### src/rtl/io_pkg.sv
`default_nettype none
// ============================================================================
// Module      : io_pkg
// Description : Shared constants and hex-to-seven-segment lookup for the
//               output-port display logic.
// Revision    : 1.0 - initial release
// ============================================================================
package io_pkg;

    localparam int NUM_DIGITS  = 8;
    localparam int CTRL_EN_LSB = 0;
    localparam int CTRL_DP_LSB = 8;
    localparam int CTRL_LZB    = 16;

    // Active-low segment pattern, bit order g..a.
    function automatic logic [6:0] hex_to_seg7(input logic [3:0] nib);
        logic [6:0] seg;
        case (nib)
            4'h0:    seg = 7'h40;
            4'h1:    seg = 7'h79;
            4'h2:    seg = 7'h24;
            4'h3:    seg = 7'h30;
            4'h4:    seg = 7'h19;
            4'h5:    seg = 7'h12;
            4'h6:    seg = 7'h02;
            4'h7:    seg = 7'h78;
            4'h8:    seg = 7'h00;
            4'h9:    seg = 7'h10;
            4'hA:    seg = 7'h08;
            4'hB:    seg = 7'h03;
            4'hC:    seg = 7'h46;
            4'hD:    seg = 7'h21;
            4'hE:    seg = 7'h06;
            default: seg = 7'h0E;
        endcase
        return seg;
    endfunction

endpackage
`default_nettype wire

### src/rtl/seg7_hex_decode.sv
`default_nettype none
// ============================================================================
// Module      : seg7_hex_decode
// Description : Combinational 4-bit nibble to active-low seven-segment decode.
// Revision    : 1.0 - initial release
// ============================================================================
module seg7_hex_decode
    import io_pkg::*;
(
    input  logic [3:0] i_nibble,
    output logic [6:0] o_seg
);

    assign o_seg = hex_to_seg7(i_nibble);

endmodule
`default_nettype wire

### src/rtl/io_seg7_scan.sv
`default_nettype none
// ============================================================================
// Module      : io_seg7_scan
// Description : 8-digit multiplexed hex display driver with per-slot guard
//               blanking and frame-synchronous snapshot of the port words.
// Revision    : 1.0 - initial release
// ============================================================================
module io_seg7_scan
    import io_pkg::*;
#(
    parameter int DIV_COUNT = 50000,
    parameter int GUARD     = 500,
    parameter int CNT_W     = 16
)(
    input  logic        io_clk,
    input  logic        reset,
    input  logic [31:0] out_port0,
    input  logic [31:0] out_port1,
    output logic [7:0]  an,
    output logic [6:0]  seg,
    output logic        dp,
    output logic        frame_tick
);

    localparam logic [CNT_W-1:0] C_CNT_LAST = CNT_W'(DIV_COUNT - 1);
    localparam logic [CNT_W-1:0] C_GUARD    = CNT_W'(GUARD);

    logic [CNT_W-1:0]  r_cnt;
    logic [2:0]        r_digit;
    logic              r_run;
    logic [31:0]       r_data_q;
    logic [CTRL_LZB:0] r_ctrl_q;

    logic [CNT_W-1:0]  w_cnt_nxt;
    logic [2:0]        w_digit_nxt;
    logic              w_snap;
    logic [31:0]       w_data_nxt;
    logic [CTRL_LZB:0] w_ctrl_nxt;
    logic [NUM_DIGITS-1:0] w_en_mask;
    logic [NUM_DIGITS-1:0] w_dp_mask;
    logic [3:0]        w_nibble;
    logic [6:0]        w_seg_dec;
    logic              w_upper_zero;
    logic              w_blank;
    logic              w_lit;
    logic              w_unused_ctrl;

    assign w_unused_ctrl = ^out_port1[31:CTRL_LZB+1];

    // r_run is clear only until the first edge after reset; that edge re-enters
    // (0,0) so the very first frame is snapshotted like every later one.
    always_comb begin
        w_cnt_nxt   = r_cnt + CNT_W'(1);
        w_digit_nxt = r_digit;
        if (!r_run) begin
            w_cnt_nxt   = '0;
            w_digit_nxt = '0;
        end else if (r_cnt == C_CNT_LAST) begin
            w_cnt_nxt   = '0;
            w_digit_nxt = r_digit + 3'd1;
        end
    end

    assign w_snap     = (w_digit_nxt == 3'd0) && (w_cnt_nxt == '0);
    assign w_data_nxt = w_snap ? out_port0 : r_data_q;
    assign w_ctrl_nxt = w_snap ? out_port1[CTRL_LZB:0] : r_ctrl_q;

    assign w_en_mask    = w_ctrl_nxt[CTRL_EN_LSB +: NUM_DIGITS];
    assign w_dp_mask    = w_ctrl_nxt[CTRL_DP_LSB +: NUM_DIGITS];
    assign w_nibble     = w_data_nxt[{w_digit_nxt, 2'b00} +: 4];
    assign w_upper_zero = ((w_data_nxt >> {w_digit_nxt, 2'b00}) == 32'd0);
    assign w_blank      = (w_digit_nxt != 3'd0) && w_ctrl_nxt[CTRL_LZB] && w_upper_zero;
    assign w_lit        = (w_cnt_nxt >= C_GUARD) && w_en_mask[w_digit_nxt] && !w_blank;

    seg7_hex_decode u_hex_decode (
        .i_nibble (w_nibble),
        .o_seg    (w_seg_dec)
    );

    always_ff @(posedge io_clk or posedge reset) begin
        if (reset) begin
            r_run      <= 1'b0;
            r_cnt      <= '0;
            r_digit    <= '0;
            r_data_q   <= '0;
            r_ctrl_q   <= '0;
            an         <= 8'hFF;
            seg        <= 7'h7F;
            dp         <= 1'b1;
            frame_tick <= 1'b0;
        end else begin
            r_run      <= 1'b1;
            r_cnt      <= w_cnt_nxt;
            r_digit    <= w_digit_nxt;
            r_data_q   <= w_data_nxt;
            r_ctrl_q   <= w_ctrl_nxt;
            frame_tick <= w_snap;
            if (w_lit) begin
                an  <= ~(8'd1 << w_digit_nxt);
                seg <= w_seg_dec;
                dp  <= ~w_dp_mask[w_digit_nxt];
            end else begin
                an  <= 8'hFF;
                seg <= 7'h7F;
                dp  <= 1'b1;
            end
        end
    end

endmodule
`default_nettype wire

### config.mk
export PLATFORM = sky130hd
export DESIGN_NAME = io_seg7_scan
export DESIGN_NICKNAME = d
export VERILOG_FILES = /design/src/rtl/io_pkg.sv /design/src/rtl/seg7_hex_decode.sv /design/src/rtl/io_seg7_scan.sv
export SDC_FILE = /design/constraint.sdc
export NUM_CORES = 1
export LEC_CHECK = 0
export CORE_ASPECT_RATIO = 1.2
export CORE_MARGIN = 2
export CORE_UTILIZATION = 41
export DETAILED_ROUTE_END_ITERATION = 6
export GPL_TIMING_DRIVEN = 0
export MAX_ROUTING_LAYER = met4
export REMOVE_ABC_BUFFERS = 1
export SETUP_SLACK_MARGIN = 0.05
export SLEW_MARGIN = 0
export SYNTH_ARGS = -nofsm -noshare
export SYNTH_HDL_FRONTEND = slang
export SYNTH_HIERARCHICAL = 1
export SYNTH_SLANG_ARGS = --single-unit
### constraint.sdc
create_clock -name io_clk -period 13.3 [get_ports io_clk]
set_clock_uncertainty 0.2 [all_clocks]
set_input_delay 2.66 -clock io_clk [delete_from_list [all_inputs] [get_ports io_clk]]
set_output_delay 2.66 -clock io_clk [all_outputs]
set_load 0.01 [all_outputs]
## After elaboration in Yosys (flattened, before gate mapping)

Memory sizes are Yosys's and may differ from the RTL's.
Index checks and enable logic that the tools add are counted.

| operators by class | value |
|---|---|
| $add $sub $neg | 2 |
| magnitude comparators | 2 |
| equal/unequal tests | 1 |
| shifts and indexed selects | 3 |
| multiplexer cells | 13 |
| bitwise operators | 2 |
| reduce and logical (&&, ||, !) cells | 10 |

Operators with widths:

| cell | count |
|---|---|
| $logic_not 32->1 | 1 |
| $mux 16 | 2 |
| $mux 32 | 1 |
| $shiftx 32x6->4 | 1 |
| $shr 32x5->32 | 1 |
| $mux 17 | 1 |
| $add 16x1->16 const B | 1 |
| $eq 16x16->1 const B | 1 |
| $ge 16x9->1 const B | 1 |
| $logic_not 16->1 | 1 |
| $mux 8 | 1 |
| $not 8->8 | 1 |
| $shl 1x3->8 const A | 1 |
| $mux 7 | 1 |
| $bmux 1 s3 | 2 |
| $mux 3 | 2 |
| $logic_and 1x1->1 | 5 |
| $lt 3x4->1 const B | 1 |
| $add 3x1->3 const B | 1 |
| $logic_not 3->1 | 1 |
| $mux 1 | 3 |
| $reduce_bool 3->1 | 1 |
| $logic_not 1->1 | 1 |
| $not 1->1 | 1 |

| storage, ports and cells | value |
|---|---|
| bits in registers | 86 |
| ROM bits | 112 |
| input bits | 66 |
| output and inout bits | 17 |
| word-level logic and storage cells | 43 |
| memories kept | 1 |

Memory list:

| memory | words | width | rd ports | clocked after Yosys merged registers in | wr ports | line | text |
|---|---|---|---|---|---|---|---|
| (name not given) | 16 | 7 | 1 | 0 | 0 | io_pkg.sv:18 | `case (nib)` |

## Logic depth before layout (Yosys ltp)

Gate-level depths: netlist (run 1).

| logic depth | value |
|---|---|
| depth after elaboration | 12 |
| gate-level depth with buffers | 18 |
| gate-level depth less buffers | 16 |

## Modules after synthesis

Netlist (run 1), hierarchy kept.

By module, submodules not included:

| module | instances | cells an instance | area an instance (um^2) | sequential area each (um^2) |
|---|---|---|---|---|
| io_seg7_scan | 1 | 562 | 5,068.6 | 2,172.1 |
| seg7_hex_decode | 1 | 33 | 274.0 | 0.0 |

## Worst setup path before layout (run 1)

OpenSTA, ideal clock, no wires.

| path | value |
|---|---|
| path kind | input-to-reg |
| start point | input port out_port0[28] |
| end point | register dp |
| setup time | 0.061 ns |
| arrival time | 4.445 ns |
| data required time | 13.039 ns |
| path slack | 8.594 ns |
| stages on the path | 9 |
| buffers on the path | 0 |
| cells stage by stage | nor2_1 -> nand2_1 -> nor2_1 -> a31oi_1 -> mux2_4 -> a211o_1 -> or4b_4 -> o31ai_4 -> nand2b_1 |

| on the way | value |
|---|---|
| longest elaborated chain between the ends | 7 |

Ends and longest elaborated chain:

| item | line | text |
|---|---|---|
| from (decl) | io_seg7_scan.sv:17 | `input logic [31:0] out_port0,` |
| $mux 32 | io_seg7_scan.sv:65 | `assign w_data_nxt = w_snap ? out_port0 : r_data_q;` |
| $shr 32x5->32 | io_seg7_scan.sv:71 | `assign w_upper_zero = ((w_data_nxt >> {w_digit_nxt, 2'b00}) == 32'd0);` |
| $logic_not 32->1 | io_seg7_scan.sv:71 |  |
| $logic_and 1x1->1 | io_seg7_scan.sv:72 | `assign w_blank = (w_digit_nxt != 3'd0) && w_ctrl_nxt[CTRL_LZB] && w_upper_zero;` |
| $logic_not 1->1 | io_seg7_scan.sv:73 | `assign w_lit = (w_cnt_nxt >= C_GUARD) && w_en_mask[w_digit_nxt] && !w_blank;` |
| $logic_and 1x1->1 | io_seg7_scan.sv:73 |  |
| $mux 1 | io_seg7_scan.sv:98 | `if (w_lit) begin` |
| to (signal assigned) | io_seg7_scan.sv:101 | `dp <= ~w_dp_mask[w_digit_nxt];` |
| to (decl) | io_seg7_scan.sv:21 | `output logic dp,` |

No other way between the ends.

## Worst setup path in the final report (run 1)

| path | value |
|---|---|
| start point | register r_cnt[0] |
| end point | register seg[3] |

| on the way | value |
|---|---|
| elaborated cells on any way between the ends | 25 |
| classes of those cells | add/sub: 1; order compare: 1; eq/ne: 1; shift: 2; mux: 9; reduce/logical: 10; memory: 1 |

RTL lines:

| item | line | text |
|---|---|---|
| from (decl) | io_seg7_scan.sv:28 | `logic [CNT_W-1:0] r_cnt;` |
| from (signal assigned) | io_seg7_scan.sv:93 | `r_cnt <= w_cnt_nxt;` |
| $add 16x1->16 / $eq 16x16->1 (equally long branches) | io_seg7_scan.sv:53, io_seg7_scan.sv:58 |  |
| $mux 16 / $mux 3 (equally long branches) | io_seg7_scan.sv:58 | `end else if (r_cnt == C_CNT_LAST) begin` |
| $mux 16 / $mux 3 (equally long branches) | io_seg7_scan.sv:55 | `if (!r_run) begin` |
| $logic_not 16->1 / $logic_not 3->1 (equally long branches) | io_seg7_scan.sv:64 | `assign w_snap = (w_digit_nxt == 3'd0) && (w_cnt_nxt == '0);` |
| $logic_and 1x1->1 | io_seg7_scan.sv:64 |  |
| $mux 32 | io_seg7_scan.sv:65 |  |
| $shiftx 32x6->4 (*) | io_seg7_scan.sv:70 | `assign w_nibble = w_data_nxt[{w_digit_nxt, 2'b00} +: 4];` |
| via w_nibble[1] | io_seg7_scan.sv:41 | `logic [3:0] w_nibble;` |
| $mem_v2 16x7 (*) | - |  |
| via w_seg_dec[3] | io_seg7_scan.sv:42 | `logic [6:0] w_seg_dec;` |
| $mux 7 (*) | io_seg7_scan.sv:98 |  |
| to (signal assigned) | io_seg7_scan.sv:100 | `seg <= w_seg_dec;` |
| to (decl) | io_seg7_scan.sv:20 | `output logic [6:0] seg,` |

The timed path passes the listed nets; every way through them passes the cells marked *. The select of a mux whose other input is x is not followed.

==> impl_metrics.json, run 1 <==
{
  "crit_fanout": 19,
  "num_antenna_cells": 0,
  "core_area_um2": 12700,
  "place_ws_ns": 7.87,
  "synth_top_family_by_area": "simple AND/OR/NAND/NOR gates",
  "die_x_um": 108,
  "max-slew-margin-rel": 0.419,
  "yosys.area_share.simple": 0.252,
  "cts_max_level": 3,
  "cpPeakStageDelay_ns": 0.68,
  "drc": 0,
  "crit_buf_inv": 3,
  "maxSlewViolCount": 0,
  "synth_area_um2": 5340,
  "cp_cell_sequence": "ha_1 > and4bb_1 > and4_1 > mux2_2 > nand2_1 > inv_2 > nor2_1 > a32o_1 > o31ai_1 > inv_1 > ha_1 > inv_1 > mux4_1 > or2_1",
  "cts_buffers": 9,
  "syn_to_final_growth_pct": 19.2,
  "fin_setup_tns_ns": 0,
  "ys_warn_count": 6,
  "synthAdderAreaFrac": 0.0211,
  "die_h_um": 129,
  "p_leak_uw": 0.00271,
  "required_ns": 13.37,
  "cts_setup_buffers": 0,
  "grt_pass1_wl_um": 22200,
  "postRouteAntennaNets": 0,
  "cts_tree": "yes",
  "gp_congestion": 0.847,
  "hold_buffers": 0,
  "dpl.hpwl_um": 9550,
  "wl_um": 13300,
  "first_global_vias": 4439,
  "drt-initial-drc-count": 203,
  "worstPathArrival_ns": 5.45,
  "rsz0062_at_grt": "false",
  "std_cell_rows": 45,
  "muxShareOfSynthArea": 0.113,
  "netlist_instances": 595,
  "maxCapViolCount": 0,
  "grt_remaining_overflow": 0,
  "syn_avg_cell_area_um2": 8.98,
  "drive_gt1_frac": 0.115,
  "synthXorXnorAreaFrac": 0.0344,
  "io-pin-count": 83,
  "grt_max_degree": 54,
  "setup_violations": 0,
  "insertion_delay_ns": 0.34,
  "cp-start-kind": "flop",
  "die-area_um2": 14000,
  "hold_violations": 0,
  "synth-async-reset-ratio": 1.00,
  "worst_slack_ns": 7.92,
  "place.port_buffers": 67,
  "status": "finished, final reports clean",
  "antenna_found_initial": 0,
  "cp-end-kind": "flop",
  "root_buffer": "clkbuf_16",
  "ir_drop_v": 0.0000596,
  "crit_family": "simple AND/OR/NAND/NOR gates",
  "synth_edf_count": 0,
  "via_count": 4446,
  "worst_pin_slew_ns": 0.872,
  "start_util": 0.422,
  "min-delay-path-class": "reg -> reg",
  "synth-seq-area-share": 0.407,
  "synth_ff_type": "dfrtp_1",
  "cts-resized-gates": 0,
  "critPathKind": "reg -> reg",
  "fmax_mhz": 186,
  "p_per_area_nw_per_um2": 101,
  "grt.total_usage": 0.209,
  "cts.sink_count": 86,
  "final.period_utilization": 0.404,
  "synth_compound_area_frac": 0.124,
  "period_needed_ns": 5.38,
  "nets": 713,
  "ys_ff_latch": 86,
  "viasPerCell": 5.51,
  "routedWlPerCell_um": 16.5,
  "crit_slowest_cell": "o31ai_1",
  "ys_types": 76,
  "cts_buffer_depth": 2,
  "clkTransAtPathRegs_ns": 0.06,
  "first_pass_iters": 4
}
## area by class of cell
type	count	area [um2]
multi-input cells	450	2910
inverters	21	81.3
clock buffers	12	236
flip-flops and latches	86	2170
fillers	1220	6300
well taps	164	205
clock inverters	4	26.3
repair buffers	70	733
## metrics by stage
step	power [uW]	hold slack [ns]	utilization	instances	instance area, um2
floorplan	375	0.240	-	557	5160
global placement	416	0.258	0.476	788	6040
detailed placement	421	0.264	0.482	791	6110
CTS	654	0.279	0.503	807	6370
global route	680	0.302	0.503	807	6370
finish	646	0.275	0.503	807	6370
## metal layers
| metal | global-route usage | wire length (um) |
|---|---|---|
| met1 | 0.251 | 5650 |
| met2 | 0.354 | 6890 |
| met3 | 0.0337 | 463 |
| met4 | 0.0762 | 309 |
| met5 | - | 0 |
## cell usage in the layout, fill, tap and decap left out, types with 4 or more instances in the layout
| cell type | count |
|---|---|
| a211oi_1 | 4 |
| a21oi_1 | 7 |
| a22oi_1 | 4 |
| a31oi_1 | 4 |
| and3_1 | 5 |
| and4_1 | 4 |
| clkbuf_16 | 9 |
| clkdlybuf4s50_1 | 67 |
| dfrtp_1 | 70 |
| dfstp_2 | 16 |
| ha_1 | 9 |
| inv_1 | 16 |
| inv_2 | 4 |
| mux2_2 | 13 |
| mux2i_1 | 30 |
| mux4_2 | 4 |
| nand2_1 | 139 |
| nand2b_1 | 6 |
| nand3_1 | 12 |
| nand3b_1 | 4 |
| nand4_1 | 5 |
| nor2_1 | 48 |
| nor3_1 | 15 |
| nor4_1 | 4 |
| o211ai_1 | 5 |
| o21ai_0 | 14 |
| o31ai_1 | 4 |
| or2_1 | 8 |
| or2_2 | 5 |
| or3_1 | 10 |
| or4_1 | 5 |
| xnor2_1 | 12 |
| xor2_1 | 9 |
## worst register-to-register path: cells and delay by family, from the launching register on
family | cells | cell delay [ns]
flip-flops | 1 | 0.45
multiplexers | 2 | 0.73
adder cells (fa/ha/maj) | 2 | 0.66
AO/OA/AOI/OAI | 2 | 0.93
AND/OR/NAND/NOR | 5 | 1.54
buffers and inverters | 3 | 0.79
## worst paths after layout
path / startpoint / to / slack, ns / cells after the start
worst max-delay path: r_cnt[0]$_DFF_PP0_ / seg[3]$_DFF_PP1_ / 7.92 / 14
worst max register to register: r_cnt[0]$_DFF_PP0_ / seg[3]$_DFF_PP1_ / 7.92 / 14
max in group asynchronous: reset / an[2]$_DFF_PP1_ / 9.77 / 3
worst min register to register: r_ctrl_q[3]$_DFF_PP0_ / r_ctrl_q[3]$_DFF_PP0_ / 0.28 / 2
min in group asynchronous: reset / r_ctrl_q[9]$_DFF_PP0_ / 2.50 / 2
worst min-delay path: r_ctrl_q[3]$_DFF_PP0_ / r_ctrl_q[3]$_DFF_PP0_ / 0.28 / 2
## state kept, by name, summed over array words and instances (netlist names)
signal	count
an	8
r_run	1
r_data_q	32
dp	1
r_ctrl_q	17
seg	7
frame_tick	1
r_cnt	16
r_digit	3
## cells in the mapped netlist, types with 6 or more instances
| library cell | count | area [um2] |
|---|---|---|
| inv_1 | 17 | 63.8 |
| buf_2 | 8 | 40.0 |
| dfrtp_1 | 70 | 1750 |
| mux2_2 | 13 | 146 |
| a21oi_1 | 8 | 40.0 |
| or3_1 | 10 | 62.6 |
| or2_1 | 8 | 50.1 |
| nor3_1 | 15 | 75.1 |
| ha_1 | 9 | 113 |
| nor2_1 | 48 | 180 |
| nand3_1 | 12 | 60.1 |
| xnor2_1 | 12 | 105 |
| dfstp_2 | 16 | 420 |
| mux2i_1 | 30 | 300 |
| nand2_1 | 139 | 522 |
| xor2_1 | 9 | 78.8 |
| o21ai_0 | 14 | 70.1 |
| clkbuf_1 | 21 | 78.8 |
| nand2b_1 | 6 | 37.5 |
## power by group
part           internal (uW)  switching (uW)
logic                   54.0            62.5
registers                282            17.9
clock network            126             103
## cells by family (layout without fill, tap and decap cells)
group / Yosys count / after routing
flip-flops: 86 / 86
XOR/XNOR: 21 / 21
buffers and inverters: 59 / 107
adder cells (fa/ha/maj): 9 / 9
AND/OR/NAND/NOR: 284 / 284
multiplexers: 51 / 51
AO/OA/AOI/OAI: 84 / 84
other: 1 / 1
(Power assumes the default switching activity.)
==> run 2, diff against run 1 <==
==> constraint.sdc (replaced) <==
create_clock -name io_clk -period 5.6 [get_ports io_clk]
set_clock_uncertainty 0.2 [all_clocks]
set_input_delay 1.12 -clock io_clk [delete_from_list [all_inputs] [get_ports io_clk]]
set_output_delay 1.12 -clock io_clk [all_outputs]
set_load 0.01 [all_outputs]
==> run 2 against run 1 <==
Critical path depth did not move. Die area did not move. Fmax rose by 4.4%. Non-clock buffer count did not move. Global-route usage did not move. Via count fell by 0.29%. Critical path type unchanged.
==> impl_metrics.json, run 2 (synthesized netlist as in run 1, its figures left out) <==
{
  "status": "finished, final reports clean",
  "final.period_utilization": 0.919,
  "nets": 713,
  "cts-resized-gates": 0,
  "place_inst": 791,
  "wl_um": 13400,
  "nFillCells": 1220,
  "placed_area_um2": 6110,
  "cpPeakStageDelay_ns": 0.49,
  "reg.largest.list": "r_data_q x32, r_ctrl_q x17, r_cnt x16",
  "grt.total_usage": 0.209,
  "antenna_found_initial": 0,
  "cts_setup_buffers": 0,
  "worstPathArrival_ns": 5.21,
  "drc": 0,
  "p_leak_uw": 0.00271,
  "critPathKind": "reg -> reg",
  "cts_buffers": 9,
  "die_x_um": 108,
  "postRouteAntennaNets": 0,
  "die_h_um": 129,
  "max-slew-margin-rel": 0.440,
  "design_area_um2": 6370,
  "final_common_cell": "nand2_1",
  "grt_remaining_overflow": 0,
  "cts_max_level": 3,
  "min-delay-path-class": "reg -> reg",
  "gp_congestion": 0.847,
  "rsz0062_at_grt": "false",
  "first_pass_iters": 4,
  "io-pin-count": 83,
  "via_count": 4433,
  "worst_pin_slew_ns": 0.839,
  "dpl.hpwl_um": 9550,
  "cp-start-kind": "flop",
  "grt_pass1_wl_um": 22200,
  "fmax_mhz": 194,
  "final_cell_mix": "nand2_1, dfrtp_1, clkdlybuf4s50_1",
  "cp_cell_sequence": "ha_1 > and4bb_1 > and4_1 > mux2_2 > nand2_1 > inv_2 > nor2_1 > a32o_1 > o31ai_2 > inv_1 > ha_1 > inv_1 > mux4_1 > or2_1",
  "required_ns": 5.67,
  "largest_reg_flops": 32,
  "clkTransAtPathRegs_ns": 0.06,
  "crit_slowest_cell": "o31ai_2",
  "num_antenna_cells": 0,
  "routedWlPerCell_um": 16.5,
  "place.port_buffers": 67,
  "drive_gt1_frac": 0.117,
  "p_per_area_nw_per_um2": 241,
  "crit_fanout": 19,
  "viasPerCell": 5.49,
  "maxCapViolCount": 0,
  "hold_violations": 0,
  "hold_buffers": 0,
  "insertion_delay_ns": 0.34,
  "first_global_vias": 4439,
  "start_util": 0.422,
  "setup_violations": 0,
  "grt_max_degree": 54,
  "core_area_um2": 12700,
  "cts_buffer_depth": 2,
  "maxSlewViolCount": 0,
  "die-area_um2": 14000,
  "std_cell_rows": 45,
  "cts_tree": "yes",
  "syn_to_final_growth_pct": 19.3,
  "fin_setup_tns_ns": 0,
  "regMostFlops": "r_data_q",
  "ir_drop_v": 0.000141,
  "drt-initial-drc-count": 227,
  "root_buffer": "clkbuf_16",
  "cp-end-kind": "flop",
  "cts.sink_count": 86,
  "fin_cells": 807,
  "period_needed_ns": 5.15
}
-- run 2: final timing paths --
check	from	to	slack (ns)	depth (start not counted)
worst min register to register	r_ctrl_q[3]$_DFF_PP0_	r_ctrl_q[3]$_DFF_PP0_	0.27	2
max in group asynchronous	reset	an[2]$_DFF_PP1_	3.60	3
min in group asynchronous	reset	r_ctrl_q[9]$_DFF_PP0_	0.96	2
worst min-delay path	r_ctrl_q[3]$_DFF_PP0_	r_ctrl_q[3]$_DFF_PP0_	0.27	2
worst max-delay path	r_cnt[0]$_DFF_PP0_	seg[3]$_DFF_PP1_	0.45	14
worst max register to register	r_cnt[0]$_DFF_PP0_	seg[3]$_DFF_PP1_	0.45	14
-- run 2: routing by layer --
| layer | track usage | routed length, um | vias to the layer above |
|---|---|---|---|
| li1 | - | - | 2164 |
| met1 | 0.251 | 5650 | 2138 |
| met2 | 0.354 | 6920 | 101 |
| met3 | 0.0337 | 470 | 30 |
| met4 | 0.0762 | 308 | 0 |
| met5 | - | 0 | - |
-- run 2: critical path: cells and delay by family, from the launching register on --
kind | cells | cell delay (ns)
mux | 2 | 0.73
buf+inv | 3 | 0.74
flops | 1 | 0.45
simple gates | 5 | 1.54
fa+ha+maj | 2 | 0.64
compound gates | 2 | 0.75
-- run 2: layout make-up --
cell class	instances	area, um2	area share
timing repair buffer	70	733	0.115
clock buffer	12	236	0.0371
multi-input combinational	450	2920	0.458
sequential	86	2170	0.341
tap	164	205	0.0322
inverter	21	81.3	0.0128
clock inverter	4	26.3	0.00412
-- run 2: stage by stage --
stage | utilization | setup WS, ns | hold slack (ns) | power, uW
after global routing | 0.503 | 0.0751 | 0.302 | 1610
final | 0.503 | 0.453 | 0.275 | 1530
after CTS | 0.503 | 0.192 | 0.279 | 1550
after floorplan | - | -0.0610 | 0.240 | 891
after global placement | 0.476 | -1.57 | 0.258 | 988
after detailed placement | 0.482 | 0.241 | 0.264 | 1000
-- run 2: power breakdown --
part           internal [uW]  switching (uW)  leakage [uW]
clock network            300             243      0.000127
logic                    129             149       0.00155
registers                671            42.9       0.00104
